## src/rtl/mult_pkg.sv

```systemverilog
// Shared types and sizing for the 8-bit add/shift multiplier sequencer.
// Holds the state encoding and the operand/iteration parameters.
package mult_pkg;

  localparam int WIDTH = 8;
  localparam int ITER  = 8;
  localparam int CNT_W = $clog2(ITER);

  typedef logic [CNT_W-1:0] cnt_t;

  localparam cnt_t CNT_LAST = cnt_t'(ITER - 1);

  typedef enum logic [2:0] {
    IDLE  = 3'd0,
    LOAD  = 3'd1,
    ADD   = 3'd2,
    SHIFT = 3'd3,
    CAPT  = 3'd4
  } state_t;

endpackage

```

## src/rtl/rr_arb2.sv

```systemverilog
// Two-way round-robin picker: grant is combinational from req, the pointer moves on update.
// A lone request always wins; on a tie the requester not served last wins.
module rr_arb2 (
  input  logic       clk,
  input  logic       rst_n,
  input  logic [1:0] req,
  input  logic       update,
  output logic [1:0] gnt
);

  // last_q = index of the requester served most recently
  logic last_q;
  logic last_d;

  always_comb begin
    gnt    = 2'b00;
    last_d = last_q;
    if (req == 2'b01) begin
      gnt = 2'b01;
    end else if (req == 2'b10) begin
      gnt = 2'b10;
    end else if (req == 2'b11) begin
      gnt = last_q ? 2'b01 : 2'b10;
    end
    if (update && (gnt != 2'b00)) begin
      last_d = gnt[1];
    end
  end

  always_ff @(posedge clk) begin
    if (!rst_n) begin
      last_q <= 1'b1;
    end else begin
      last_q <= last_d;
    end
  end

endmodule

```

## src/rtl/mult_arbiter.sv

```systemverilog
// Arbitrates two requesters onto one add/shift signed multiplier datapath; Done 19 cycles after the request is sampled.
// No grants while Busy; a held request is served at the next IDLE, including the Done cycle.
module mult_arbiter
  import mult_pkg::*;
(
  input  logic               Clk,
  input  logic               Reset,
  input  logic               Req0,
  input  logic               Req1,
  input  logic [WIDTH-1:0]   S0,
  input  logic [WIDTH-1:0]   B0,
  input  logic [WIDTH-1:0]   S1,
  input  logic [WIDTH-1:0]   B1,
  output logic               Gnt0,
  output logic               Gnt1,
  output logic               Done0,
  output logic               Done1,
  output logic [2*WIDTH-1:0] Result,
  output logic               Busy,
  output logic [WIDTH-1:0]   Din_S,
  output logic [WIDTH-1:0]   Din_B,
  output logic               Clr_ld,
  output logic               Add,
  output logic               Sub,
  output logic               Shift,
  input  logic               M,
  input  logic [WIDTH-1:0]   Aval,
  input  logic [WIDTH-1:0]   Bval
);

  state_t               state_q, state_d;
  cnt_t                 cnt_q, cnt_d;
  logic [1:0]           gnt_q, gnt_d;
  logic [1:0]           done_q, done_d;
  logic [2*WIDTH-1:0]   result_q, result_d;
  logic [WIDTH-1:0]     op_s_q, op_s_d;
  logic [WIDTH-1:0]     op_b_q, op_b_d;

  logic [1:0]           arb_gnt;
  logic                 arb_update;
  logic                 clr_ld, add, sub, shift;

  rr_arb2 u_rr_arb2 (
    .clk    (Clk),
    .rst_n  (Reset),
    .req    ({Req1, Req0}),
    .update (arb_update),
    .gnt    (arb_gnt)
  );

  always_comb begin
    state_d    = state_q;
    cnt_d      = cnt_q;
    gnt_d      = gnt_q;
    done_d     = 2'b00;
    result_d   = result_q;
    op_s_d     = op_s_q;
    op_b_d     = op_b_q;
    arb_update = 1'b0;
    clr_ld     = 1'b0;
    add        = 1'b0;
    sub        = 1'b0;
    shift      = 1'b0;

    case (state_q)
      IDLE: begin
        if (arb_gnt != 2'b00) begin
          arb_update = 1'b1;
          gnt_d      = arb_gnt;
          op_s_d     = arb_gnt[1] ? S1 : S0;
          op_b_d     = arb_gnt[1] ? B1 : B0;
          state_d    = LOAD;
        end
      end
      LOAD: begin
        clr_ld  = 1'b1;
        cnt_d   = '0;
        state_d = ADD;
      end
      ADD: begin
        // The multiplier MSB carries negative weight, so the last step subtracts.
        if (cnt_q == CNT_LAST) begin
          sub = M;
        end else begin
          add = M;
        end
        state_d = SHIFT;
      end
      SHIFT: begin
        shift = 1'b1;
        if (cnt_q == CNT_LAST) begin
          state_d = CAPT;
        end else begin
          cnt_d   = cnt_q + cnt_t'(1);
          state_d = ADD;
        end
      end
      CAPT: begin
        result_d = {Aval, Bval};
        done_d   = gnt_q;
        gnt_d    = 2'b00;
        state_d  = IDLE;
      end
      default: begin
        state_d = IDLE;
      end
    endcase
  end

  always_ff @(posedge Clk) begin
    if (!Reset) begin
      state_q  <= IDLE;
      cnt_q    <= '0;
      gnt_q    <= 2'b00;
      done_q   <= 2'b00;
      result_q <= '0;
      op_s_q   <= '0;
      op_b_q   <= '0;
    end else begin
      state_q  <= state_d;
      cnt_q    <= cnt_d;
      gnt_q    <= gnt_d;
      done_q   <= done_d;
      result_q <= result_d;
      op_s_q   <= op_s_d;
      op_b_q   <= op_b_d;
    end
  end

  assign Gnt0   = gnt_q[0];
  assign Gnt1   = gnt_q[1];
  assign Done0  = done_q[0];
  assign Done1  = done_q[1];
  assign Result = result_q;
  assign Busy   = (state_q != IDLE);
  assign Din_S  = op_s_q;
  assign Din_B  = op_b_q;
  assign Clr_ld = clr_ld;
  assign Add    = add;
  assign Sub    = sub;
  assign Shift  = shift;

endmodule

```

## config.mk

```make
export PLATFORM = sky130hd
export DESIGN_NAME = mult_arbiter
export DESIGN_NICKNAME = d
export VERILOG_FILES = /design/src/rtl/mult_pkg.sv /design/src/rtl/rr_arb2.sv /design/src/rtl/mult_arbiter.sv
export SDC_FILE = /design/constraint.sdc
export NUM_CORES = 1
export LEC_CHECK = 0
export ABC_AREA = 0
export BUFFER_PORTS_ARGS = -buffer_cell sky130_fd_sc_hd__buf_2
export CORE_MARGIN = 1.5
export CORE_UTILIZATION = 47
export DETAILED_ROUTE_END_ITERATION = 16
export PLACE_DENSITY = 0.85
export SYNTH_ARGS = -nofsm -noshare
export SYNTH_HDL_FRONTEND = slang
export SYNTH_SLANG_ARGS = --single-unit
```

## constraint.sdc

```tcl
create_clock -name Clk -period 3.2 [get_ports Clk]
set_input_delay 0.16 -clock Clk [delete_from_list [all_inputs] [get_ports Clk]]
set_output_delay 0.16 -clock Clk [all_outputs]
set_load 0.01 [all_outputs]
```

# [Word level (Yosys, flattened, before mapping)]
# Index checks and enable logic that the tools add are counted.
[classes] addsub=1 eq_ne=10 muxes=21 reduce_logical=10
[ops] op="two-way mux 8 bit" n=2
[ops] op="case mux 3 bit (4 select lines)" n=1
[ops] op="two-way mux 2 bit" n=5
[ops] op="two-way mux 3 bit" n=3
[ops] op="two-way mux 1 bit" n=8
[ops] op="AND reduction 2 bit" n=4
[ops] op="== test 3 x 2 -> 1 bit, second input constant" n=2
[ops] op="== test 3 bit, second input constant" n=2
[ops] op="case mux 3 bit (2 select lines)" n=1
[ops] op="nonzero test 2 bit" n=3
[ops] op="== test 2 bit, second input constant" n=2
[ops] op="inequality test 2 bit, second input constant" n=2
[ops] op="case mux 2 bit (2 select lines)" n=1
[ops] op="adder 3 x 1 -> 3 bit, second input constant" n=1
[ops] op="== test 3 x 1 -> 1 bit, second input constant" n=1
[ops] op="logical NOT 3 bit" n=1
[ops] op="nonzero test 3 bit" n=1
[ops] op="== test 2 x 1 -> 1 bit, second input constant" n=1
[ops] op="logical AND 1 bit" n=1
[totals] regBits=43 in_bits=53 out_inout_bits=41 elab_cells=50

# [Depth between registers and ports, before layout]
# Gate-level depths: netlist of run 1.
[logic_depth] word_depth=8 mapped_depth=7 depth_no_buf=5

# [Hierarchy]
# From an unflattened synthesis of run 1, not the netlist that was laid out.
[unflattened] hier_cells=204 hier_area_um2=1869.3
[modules_own_cells] module="mult_arbiter" n_inst=1 cells_each=197 area_per_inst_um2=1810.5 seq_area_each_um2=840.8
[modules_own_cells] module="rr_arb2" n_inst=1 cells_each=7 area_per_inst_um2=58.8 seq_area_each_um2=20.0

# [Least setup slack after synthesis of run 1]
# OpenSTA, ideal clock, no wires.
[synth_path] path_type="reg2reg" startpoint="register state_q[1]" endpoint="register op_b_q[5] (netlist: Din_B[5])" setup_ns=0.103 t_arrival_ns=1.440 t_required_ns=3.097 slack_ns=1.658 path_stages_with_launch=8 n_path_buf=3 synth_period_minus_slack_ns=1.542 cell_sequence="dfxtp_1 > buf_6 > nor3_4 > inv_2 > or2_1 > buf_6 > buf_8 > a222oi_1"
[synth_via] elab_chain_cells=2
[synth_lines] element="start: declaration" line="mult_arbiter.sv:31" text="state_t state_q, state_d;"
[synth_lines] element="start signal: assignment" line="mult_arbiter.sv:120" text="state_q <= state_d;"
[synth_lines] element="logical NOT 3 bit" line="mult_arbiter.sv:65" text="case (state_q)"
[synth_lines] element="AND reduction 2 bit (no line)"
[synth_lines] element="end signal: assignment" line="mult_arbiter.sv:126" text="op_b_q <= op_b_d;"
[synth_lines] element="end: declaration" line="mult_arbiter.sv:37" text="logic [WIDTH-1:0] op_b_q, op_b_d;"
# No other way between the ends.
# A chain may end at the register's enable or synchronous reset.

# [Final worst setup path of run 1]
[layout_path] startpoint="register cnt_q[0]" endpoint="output Add"
[layout_via] elab_chain_cells=3
[layout_lines] element="start: declaration" line="mult_arbiter.sv:32" text="cnt_t cnt_q, cnt_d;"
[layout_lines] element="start signal: assignment" line="mult_arbiter.sv:121" text="cnt_q <= cnt_d;"
[layout_lines] element="== test 3 bit" line="mult_arbiter.sv:82" text="if (cnt_q == CNT_LAST) begin"
[layout_lines] element="two-way mux 1 bit" line="mult_arbiter.sv:82"
[layout_lines] element="two-way mux 1 bit" line="mult_arbiter.sv:65"
[layout_lines] element="end: declaration" line="mult_arbiter.sv:23" text="output logic Add,"
# No other way between the ends.

==> reports/qor.csv, run 1 <==
metric;value;unit
DRT antenna net count;0;
starting density of the core;50.3;%
Post-CTS Hold Fix Bufs;0;
Resize count post-CTS;0;
sequential-to-total area share from yosys stat;49.7;%
CTS Root Buffer Type;clkbuf_8;
Total Power;1110;uW
Crit path largest cell delay;0.34;ns
global route hottest layer;met2;
buffer and inverter count on the worst path;1;
Mapped Area;1730;um^2
Fmax achieved;594;MHz
Hold Path Class;in -> reg;
# diodes;0;
CTS tree;yes;
Setup crit end kind;output pin;
CTS Buffer Depth;2;
RSZ-0062 raised after global routing;false;
met3 Use GR;5.00;%
crit path cell chain;ha_1 > ha_1 > and4bb_2 > buf_2;
status;completed;
first-pass GRT wire length;6.21;mm
Crit path max-delay family;adder cells;
power density over cell area;488;nW/um^2
Pre-Repair DR Iteration Count;7;
Distinct cells, synth;37;
top cells by area, synth;dfxtp_1 50%, a222oi_1 8.7%, a22o_1 8.1%;
Max Cap Violations;0;
post-CTS setup buffer count;0;
GRT Overall Usage;19.5;%
Slew @ Worst Pin;0.760;ns
total gr overflow;0;
detailed placement HPWL;2.83;mm
WL/cell;12.4;um
DR iter-0 viols;174;
#FFs+latches synth;43;
Mapped Nets;236;
Synth top area share;49.7;%
# rows;21;
Max H-tree Level;2;
layout net count;324;
M1 GR Usage;22.6;%
Syn Inst Count;181;
port bufs;93;
DR vias;1619;
Fin. Hold Viols;0;
largest net degree at the start of global routing;23;
Die X-Extent;63.7;um
worst setup margin;1.52;ns
Critical-path top delay cell;dfxtp_1;
Die Y;63.7;um
startpoint types;flop;
Routability Congestion;0.789;
Yosys top cell by area;dfxtp_1;
Max VDD drop;404;uV
vias in the first global route;1474;
Critical Path RT;3.04;ns
Detailed Route WL;3.90;mm
Static Leakage;0.00122;uW
grt met2 use;33.6;%
DR DRC count;0;
Final Non-Filler Cells;315;
antenna violations before repair;0;
IO Pins;94;
Setup Skew;0.00631;ns
worst hold slack;0.0736;ns
Crit Path Max Fanout;6;
DR vias/cell;5.14;
Yosys warnings;0;
TritonCTS Sinks;43;
Setup CP Type;reg -> out;
share of layout cells above drive strength 1;40.1;%
Die Area;4050;um^2
setup TNS;0;ns
Critical Path AT;1.52;ns
core area;3440;um^2
Place WS;1.53;ns
clk_lat worst skew;0.29;ns
Inserted Clock Buffers;5;
clock-pin slew on the worst setup and hold paths;0.08;ns
cell repeated most along the worst path;ha_1;
Period minus WS final;1.68;ns
fin. max-slew vios;0;
max_slew headroom;49.3;%
fin crit share;52.6;%
setup violators final;0;
synth-to-layout area growth;30.9;%
Syn Area/Cell;9.56;um^2
Placed Cells;308;
## cells by family (layout without fill, tap and decap cells)
kind of cell | count (synthesis) | after routing | synth area share, %
AO/OA/AOI/OAI | 47 | 47 | 22.9
adder cells (fa/ha/maj) | 2 | 2 | 1.45
AND/OR/NAND/NOR | 43 | 43 | 14.1
buffers and inverters | 46 | 134 | 11.8
flip-flops | 43 | 43 | 49.7
## worst register-to-register path, cell delays in order, from the launching register on
cell	delay [ns]
dfxtp_1	0.41
nor3_4	0.30
and3_1	0.59
a222oi_1	0.23
## layout make-up
class | instances | area, um^2
Inverter | 34 | 128
Timing Repair Buffer | 93 | 465
Multi-Input combinational cell | 92 | 666
Clock buffer | 6 | 82.6
Sequential cell | 43 | 861
Fill cell | 308 | 1180
Tap cell | 46 | 57.6
Clock inverter | 1 | 5.00
## registers in the layout (all words and copies together) (netlist names)
signal,count
done_q,2
Din_B,8
gnt_q,2
cnt_q,3
state_q,3
Din_S,8
u_rr_arb2.last_q,1
Result,16
## final timing paths
check	from	endpoint	slack [ns]	cells after the start
hold reg to reg	Result[6]$_SDFFE_PN0P_	Result[6]$_SDFFE_PN0P_	0.48	1
hold / removal	Bval[5]	Result[5]$_SDFFE_PN0P_	0.07	2
setup / recovery	cnt_q[0]$_SDFFE_PN0P_	Add	1.52	4
setup reg to reg	state_q[1]$_SDFFE_PN0P_	Din_S[1]$_SDFFE_PN0P_	1.52	3
## cell usage in the layout (no fill, tap or decap), drive strengths merged
master	Yosys	routed
and4b	1	1
and4bb	1	1
clkbuf	4	6
nand2b	2	2
inv	34	34
a21boi	2	2
o2bb2a	1	1
dfxtp	43	43
nor3	3	3
nor2	2	2
a221oi	1	1
ha	2	2
and2	4	4
buf	8	93
or2	1	1
nand3b	1	1
o21ai	4	4
nand3	3	3
or2b	1	1
a21oi	4	4
a211oi	1	1
nor2b	1	1
a222oi	15	15
and3	5	5
o21a	2	2
nor3b	1	1
clkinv	0	1
a31oi	1	1
nand2	17	17
a22o	16	16
## metal layers
metal  part of all wire, %  routed length (um)
met5                     0                   0
met4                   1.5                  60
met3                   6.4                 249
met2                    50                1930
met1                    42                1650
## through the flow
stage	instance area, um^2	util (%)
6_report	2260	65.8
5_1_grt	2260	65.8
4_1_cts	2260	65.8
3_5_place_dp	2180	63.2
3_3_place_gp	2180	63.2
2_1_floorplan	1730	-
## cells in the mapped netlist (all sizes together)
| cell | count |
|---|---|
| a31oi | 1 |
| nand3b | 1 |
| a221oi | 1 |
| and4b | 1 |
| ha | 2 |
| a211oi | 1 |
| buf | 8 |
| and4bb | 1 |
| nor2b | 1 |
| o21ai | 4 |
| or2 | 1 |
| o2bb2a | 1 |
| a21oi | 4 |
| clkbuf | 4 |
| a21boi | 2 |
| nand2b | 2 |
| nor2 | 2 |
| nor3 | 3 |
| a22o | 16 |
| o21a | 2 |
| nor3b | 1 |
| a222oi | 15 |
| inv | 34 |
| or2b | 1 |
| dfxtp | 43 |
| and3 | 5 |
| nand3 | 3 |
| nand2 | 17 |
| and2 | 4 |
## power breakdown
| part | switching, uW | total, uW | internal, uW | leakage (uW) |
|---|---|---|---|---|
| Combinational | 90.8 | 174 | 83.1 | 0.000826 |
| Sequential | 23.2 | 594 | 571 | 0.000352 |
| Clock | 169 | 338 | 169 | 0.0000470 |
| Total | 283 | 1110 | 823 | 0.00122 |
Power figures use the tool's default switching activity.
==> run 2, diff against run 1 <==
--- a/config.mk
+++ b/config.mk
@@ -5,12 +5,12 @@
 export SDC_FILE = /design/constraint.sdc
 export NUM_CORES = 1
 export LEC_CHECK = 0
-export ABC_AREA = 0
+export ABC_AREA = 1
 export BUFFER_PORTS_ARGS = -buffer_cell sky130_fd_sc_hd__buf_2
 export CORE_MARGIN = 1.5
-export CORE_UTILIZATION = 47
+export CORE_UTILIZATION = 46
 export DETAILED_ROUTE_END_ITERATION = 16
-export PLACE_DENSITY = 0.85
+export PLACE_DENSITY = 0.8
 export SYNTH_ARGS = -nofsm -noshare
 export SYNTH_HDL_FRONTEND = slang
 export SYNTH_SLANG_ARGS = --single-unit
==> constraint.sdc (replaced) <==
create_clock -name Clk -period 1.65 [get_ports Clk]
set_input_delay 0.0825 -clock Clk [delete_from_list [all_inputs] [get_ports Clk]]
set_output_delay 0.0825 -clock Clk [all_outputs]
set_load 0.01 [all_outputs]
==> reports/qor.csv, run 2 <==
metric;value;unit;change
status;completed;;
vias in the first global route;1772;;+20%
Critical-path top delay cell;dfxtp_1;;
total gr overflow;0;;unchanged
power density over cell area;921;nW/um^2;+89%
R2R Setup Slk;0.28;ns;-1.24 ns
Syn Area/Cell;6.72;um^2;-30%
IO Pins;94;;unchanged
Adder-Cell Fraction of Synth Area;1.22;%;-0.23 points
# rows;24;;+14%
largest net degree at the start of global routing;33;;+43%
Static Leakage;0.00148;uW;+21%
Distinct cells, synth;25;;-32%
# diodes;0;;unchanged
Crit path largest cell delay;0.36;ns;+0.02 ns
Setup CP Type;reg -> out;;
Setup crit end kind;output pin;;
post-CTS setup buffer count;0;;unchanged
Detailed Route WL;4.25;mm;+9.0%
#FFs+latches synth;43;;unchanged
dominant cell by count in the synthesized netlist;nor2_1;;
Die Y;69.8;um;+9.6%
grt met2 use;30.8;%;-2.8 points
Crit Path Max Fanout;4;;-2
Resize count post-CTS;0;;unchanged
CTS tree;yes;;
M1 GR Usage;23.0;%;+0.33 points
DRT antenna net count;0;;unchanged
Post-CTS Hold Fix Bufs;0;;unchanged
WL/cell;9.46;um;-24%
Pre-Repair DR Iteration Count;4;;-3
compound-cell area share of the yosys netlist;5.74;%;-17 points
multiplexer area fraction after synthesis;0;%;unchanged
antenna violations before repair;0;;unchanged
Total Power;2410;uW;+120%
Die X-Extent;69.8;um;+9.6%
post-synthesis xor/xnor area fraction;0;%;unchanged
Setup Skew;0.00581;ns;-0.000492 ns
Post-synth EDFFs;0;;unchanged
fin area;2610;um^2;+15%
max_slew headroom;64.7;%;+15 points
Max Cap Violations;0;;unchanged
detailed placement HPWL;3.10;mm;+9.6%
prevailing post-synth register cell;dfxtp_1;;
setup violators final;0;;unchanged
Fmax achieved;652;MHz;
global route hottest layer;met2;;
commonest cells after routing, fill and taps aside;93 x buf_2, 81 x nor2_1, 75 x nand2_1;;
CTS Root Buffer Type;clkbuf_8;;
Critical Path RT;1.57;ns;-1.47 ns
Synth async-reset ratio;0;%;unchanged
top cells by area, synth;dfxtp_1 42%, nor2_1 15%, nand2_1 14%;;
Max H-tree Level;2;;unchanged
crit path cell chain;ha_1 > ha_1 > inv_1 > nor3_1 > buf_2;;
layout net count;451;;+39%
Post-synth top cells;81 x nor2_1, 75 x nand2_1, 44 x inv_1;;
DR DRC count;0;;unchanged
DR vias/cell;4.37;;-15%
setup TNS;0;ns;unchanged
fin. max-slew vios;0;;unchanged
Placed Cells;441;;+43%
core area;4320;um^2;+26%
DR vias;1962;;+21%
share of layout cells above drive strength 1;30.5;%;-9.7 points
Routability Congestion;0.792;;+0.37%
starting density of the core;47.4;%;-2.8 points
met3 Use GR;4.51;%;-0.49 points
Critical Path AT;1.45;ns;-0.07 ns
max FFs per register;16;;unchanged
Inserted Clock Buffers;5;;unchanged
Syn Inst Count;305;;+69%
TritonCTS Sinks;43;;unchanged
sequential-to-total area share from yosys stat;42.0;%;-7.8 points
Mapped Nets;360;;+53%
RSZ-0062 raised after global routing;false;;
clock-pin slew on the worst setup and hold paths;0.08;ns;about the same
buffer and inverter count on the worst path;2;;+1
Final Non-Filler Cells;449;;+43%
Period minus WS final;1.53;ns;
Die Area;4870;um^2;+20%
Synth top area share;42.0;%;-7.8 points
Post-Synth Simple-Gate Area;37.7;%;+24 points
DR iter-0 viols;103;;-41%
port bufs;93;;unchanged
startpoint types;flop;;
Mapped Area;2050;um^2;+19%
largest family of logic cells by synthesized area;simple AND/OR/NAND/NOR gates;;
fin crit share;93.0;%;
Hold Path Class;in -> reg;;
synth-to-layout area growth;27.3;%;
commonest non-fill, non-tap cell in the layout;buf_2;;
Crit path max-delay family;adder cells;;
Max VDD drop;546;uV;+35%
GRT Overall Usage;18.6;%;-0.90 points
Area after DPL;2500;um^2;+15%
Final Core Density;60.4;%;-5.4 points
Slew @ Worst Pin;0.528;ns;-0.232 ns
first-pass GRT wire length;7.38;mm;+19%
Fin. Hold Viols;0;;unchanged
CTS Buffer Depth;2;;unchanged
clk_lat worst skew;0.29;ns;about the same
Yosys top cell by area;dfxtp_1;;
Yosys warnings;0;;unchanged
cell repeated most along the worst path;ha_1;;
[run 2: cell types whose count changed in the layout (fill, tap and decap cells not counted), moves of 6 or more]
cell and delta:
a222oi_1 -15, a22o_1 -16, inv_1 +11, nand2_1 +58, nor2_1 +79, nor2_2 +6, o21ai_0 +13
[run 2: final timing paths]
| kind | startpoint | to | cells past startpoint |
|---|---|---|---|
| worst max register to register | cnt_q[0]$_SDFFE_PN0P_ | cnt_q[1]$_SDFFE_PN0P_ | 6 |
| worst min-delay path | Bval[6] | Result[6]$_SDFFE_PN0P_ | 3 |
| worst min register to register | gnt_q[0]$_SDFFE_PN0P_ | done_q[0]$_SDFF_PN0_ | 2 |
| worst max-delay path | cnt_q[0]$_SDFFE_PN0P_ | Sub | 5 |
[run 2: logic make-up after synthesis]
logic type | Yosys count
compound gates | 23
fa+ha+maj | 2
flops | 43
simple gates | 180
buf+inv | 57
[run 2: stage by stage]
step | setup WS (ns) | hold WS [ns]
3_5_place_dp | 0.298 | 0.342
6_report | 0.115 | 0.0326
5_1_grt | 0.0309 | 0.0384
2_1_floorplan | 0.417 | 0.246
3_3_place_gp | 0.347 | 0.332
4_1_cts | 0.108 | 0.0325
[run 2: layer usage]
metal | routed length [um] | up-vias | part of all wire, %
li1 | - | 1085 | -
met1 | 1980 | 817 | 47
met2 | 1940 | 56 | 46
met3 | 276 | 4 | 6.5
met4 | 56 | 0 | 1.3
met5 | 0 | - | 0
[run 2: power by group]
part           leakage, uW  total [uW]  switching (uW)  internal (uW)
Sequential        0.000352        1140            36.5           1100
Combinational      0.00107         453             265            187
Clock            0.0000581         816             365            451
Total              0.00148        2410             667           1740
[run 2: final cells by class]
| type | instances | area [um^2] |
|---|---|---|
| well taps | 52 | 65.1 |
| inverters | 46 | 175 |
| clock inverters | 3 | 43.8 |
| multi-input cells | 205 | 916 |
| repair buffers | 95 | 480 |
| fillers | 439 | 1710 |
| clock buffers | 5 | 68.8 |
| flip-flops and latches | 43 | 861 |
[run 2: tightest hold or removal path, cell delays in order]
cell and delay (ns):
buf_2 0.07, o21ai_0 0.07, nor2_1 0.07
==> run 3, diff against run 2 <==
--- a/config.mk
+++ b/config.mk
@@ -11,6 +11,7 @@
 export CORE_UTILIZATION = 46
 export DETAILED_ROUTE_END_ITERATION = 16
 export PLACE_DENSITY = 0.8
+export RECOVER_POWER = 100
 export SYNTH_ARGS = -nofsm -noshare
 export SYNTH_HDL_FRONTEND = slang
 export SYNTH_SLANG_ARGS = --single-unit
==> reports/qor.csv, run 3 (synthesized netlist as in run 2, its figures left out) <==
metric;value;unit;change
Fmax achieved;653;MHz;+0.18%
Setup Skew;0.00516;ns;-0.000658 ns
fin area;2530;um^2;-2.9%
Area after DPL;2500;um^2;unchanged
startpoint types;flop;;
DR vias;1957;;-0.25%
antenna violations before repair;0;;unchanged
Max VDD drop;545;uV;about the same
Die Y;69.8;um;unchanged
setup TNS;0;ns;unchanged
Comb pwr share;17.9;%;-0.9 points
register area;861;um^2;unchanged
Die X-Extent;69.8;um;unchanged
Max H-tree Level;2;;unchanged
# diodes;0;;unchanged
Setup CP Type;reg -> out;;
Pre-Repair DR Iteration Count;4;;unchanged
CTS tree;yes;;
Slew @ Worst Pin;0.522;ns;-0.00590 ns
CTS Buffer Depth;2;;unchanged
Max Cap Violations;0;;unchanged
Die Area;4870;um^2;unchanged
Post-CTS Hold Fix Bufs;0;;unchanged
port bufs;93;;unchanged
Final Non-Filler Cells;449;;unchanged
CTS Root Buffer Type;clkbuf_8;;
Crit Path Max Fanout;4;;unchanged
power density over cell area;940;nW/um^2;+2.0%
post-CTS setup buffer count;0;;unchanged
Period minus WS final;1.53;ns;-0.00270 ns
DRT antenna net count;0;;unchanged
RSZ-0062 raised after global routing;false;;
Routability Congestion;0.792;;unchanged
status;completed;;
DR vias/cell;4.36;;-0.25%
Setup crit end kind;output pin;;
Clock Power Share;34.3;%;+0.4 points
TritonCTS Sinks;43;;unchanged
Total Power;2380;uW;-0.92%
DR DRC count;0;;unchanged
GRT Overall Usage;18.6;%;unchanged
Inserted Clock Buffers;5;;unchanged
Sw Ratio;27.8;%;+0.12 points
fin. max-slew vios;0;;unchanged
DR iter-0 viols;95;;-7.8%
Critical Path RT;1.57;ns;about the same
synth-to-layout area growth;23.6;%;
commonest cells after routing, fill and taps aside;81 x nor2_1, 76 x nand2_1, 54 x buf_2;;
clock-pin slew on the worst setup and hold paths;0.08;ns;about the same
setup violators final;0;;unchanged
sequential share of power;47.8;%;+0.5 points
total gr overflow;0;;unchanged
commonest non-fill, non-tap cell in the layout;nor2_1;;
Critical Path AT;1.45;ns;about the same
fin crit share;92.9;%;-0.16 points
Sw Pwr;663;uW;-0.50%
Final Core Density;58.6;%;-1.7 points
Hold Path Class;in -> reg;;
detailed placement HPWL;3.10;mm;unchanged
starting density of the core;47.4;%;unchanged
Static Leakage;0.00132;uW;-11%
max_slew headroom;65.1;%;+0.40 points
core area;4320;um^2;unchanged
number of fill cells in the layout;468;;+6.6%
Resize count post-CTS;0;;unchanged
share of layout cells above drive strength 1;20.2;%;-10 points
Fin. Hold Viols;0;;unchanged
clk_lat worst skew;0.29;ns;about the same
first-pass GRT wire length;7.38;mm;unchanged
layout net count;451;;unchanged
largest net degree at the start of global routing;33;;unchanged
WL/cell;9.52;um;+0.61%
internal power;1720;uW;-1.1%
max FFs per register;16;;unchanged
vias in the first global route;1772;;unchanged
Multi-input gate area;892;um^2;-2.6%
Detailed Route WL;4.27;mm;+0.61%
Placed Cells;441;;unchanged
IO Pins;94;;unchanged
# rows;24;;unchanged
==> run 3: critical path: stages, from the launching register on <==
cell     delay, ns
dfxtp_1       0.36
ha_1          0.17
ha_1          0.21
inv_1         0.08
nor3_1        0.17
buf_2         0.15
==> run 3: area by class of cell <==
class                           instances  area share [%]
Multi-Input combinational cell        205            35.2
Sequential cell                        43            34.0
Timing Repair Buffer                   95            17.0
Clock inverter                          3            1.73
Tap cell                               52            2.57
Inverter                               46            6.81
Clock buffer                            5            2.71
==> run 3: per-layer routing <==
metal,up-vias,global-route usage (%),wire length [um]
met2,62,30.8,1950
met3,4,4.51,285
met5,-,0,0
met4,0,7.69,56
met1,808,23.0,1980
li1,1083,-,-
==> run 3: power by group through the flow <==
| stage | combinational [uW] | sequential [uW] | clock (uW) |
|---|---|---|---|
| floorplan | 296 | 1180 | 0 |
| global placement | 452 | 1160 | 0 |
| detailed placement | 456 | 1160 | 0 |
| CTS | 458 | 1140 | 836 |
| global route | 503 | 1150 | 880 |
| finish | 427 | 1140 | 817 |
==> run 3: path summary, 6_finish.rpt <==
kind	start	end	slack, ns	cells past startpoint
setup reg to reg	state_q[1]$_SDFFE_PN0P_	done_q[0]$_SDFF_PN0_	0.21	5
setup / recovery	cnt_q[0]$_SDFFE_PN0P_	Sub	0.12	5
hold reg to reg	gnt_q[0]$_SDFFE_PN0P_	done_q[0]$_SDFF_PN0_	0.46	2
hold / removal	Bval[6]	Result[6]$_SDFFE_PN0P_	0.03	3
==> run 3: per-stage QoR <==
step	worst slack [ns]	hold slack (ns)
5_1_grt	0.0270	0.0384
2_1_floorplan	0.417	0.246
3_5_place_dp	0.298	0.342
3_3_place_gp	0.347	0.332
4_1_cts	0.108	0.0325
6_report	0.118	0.0322
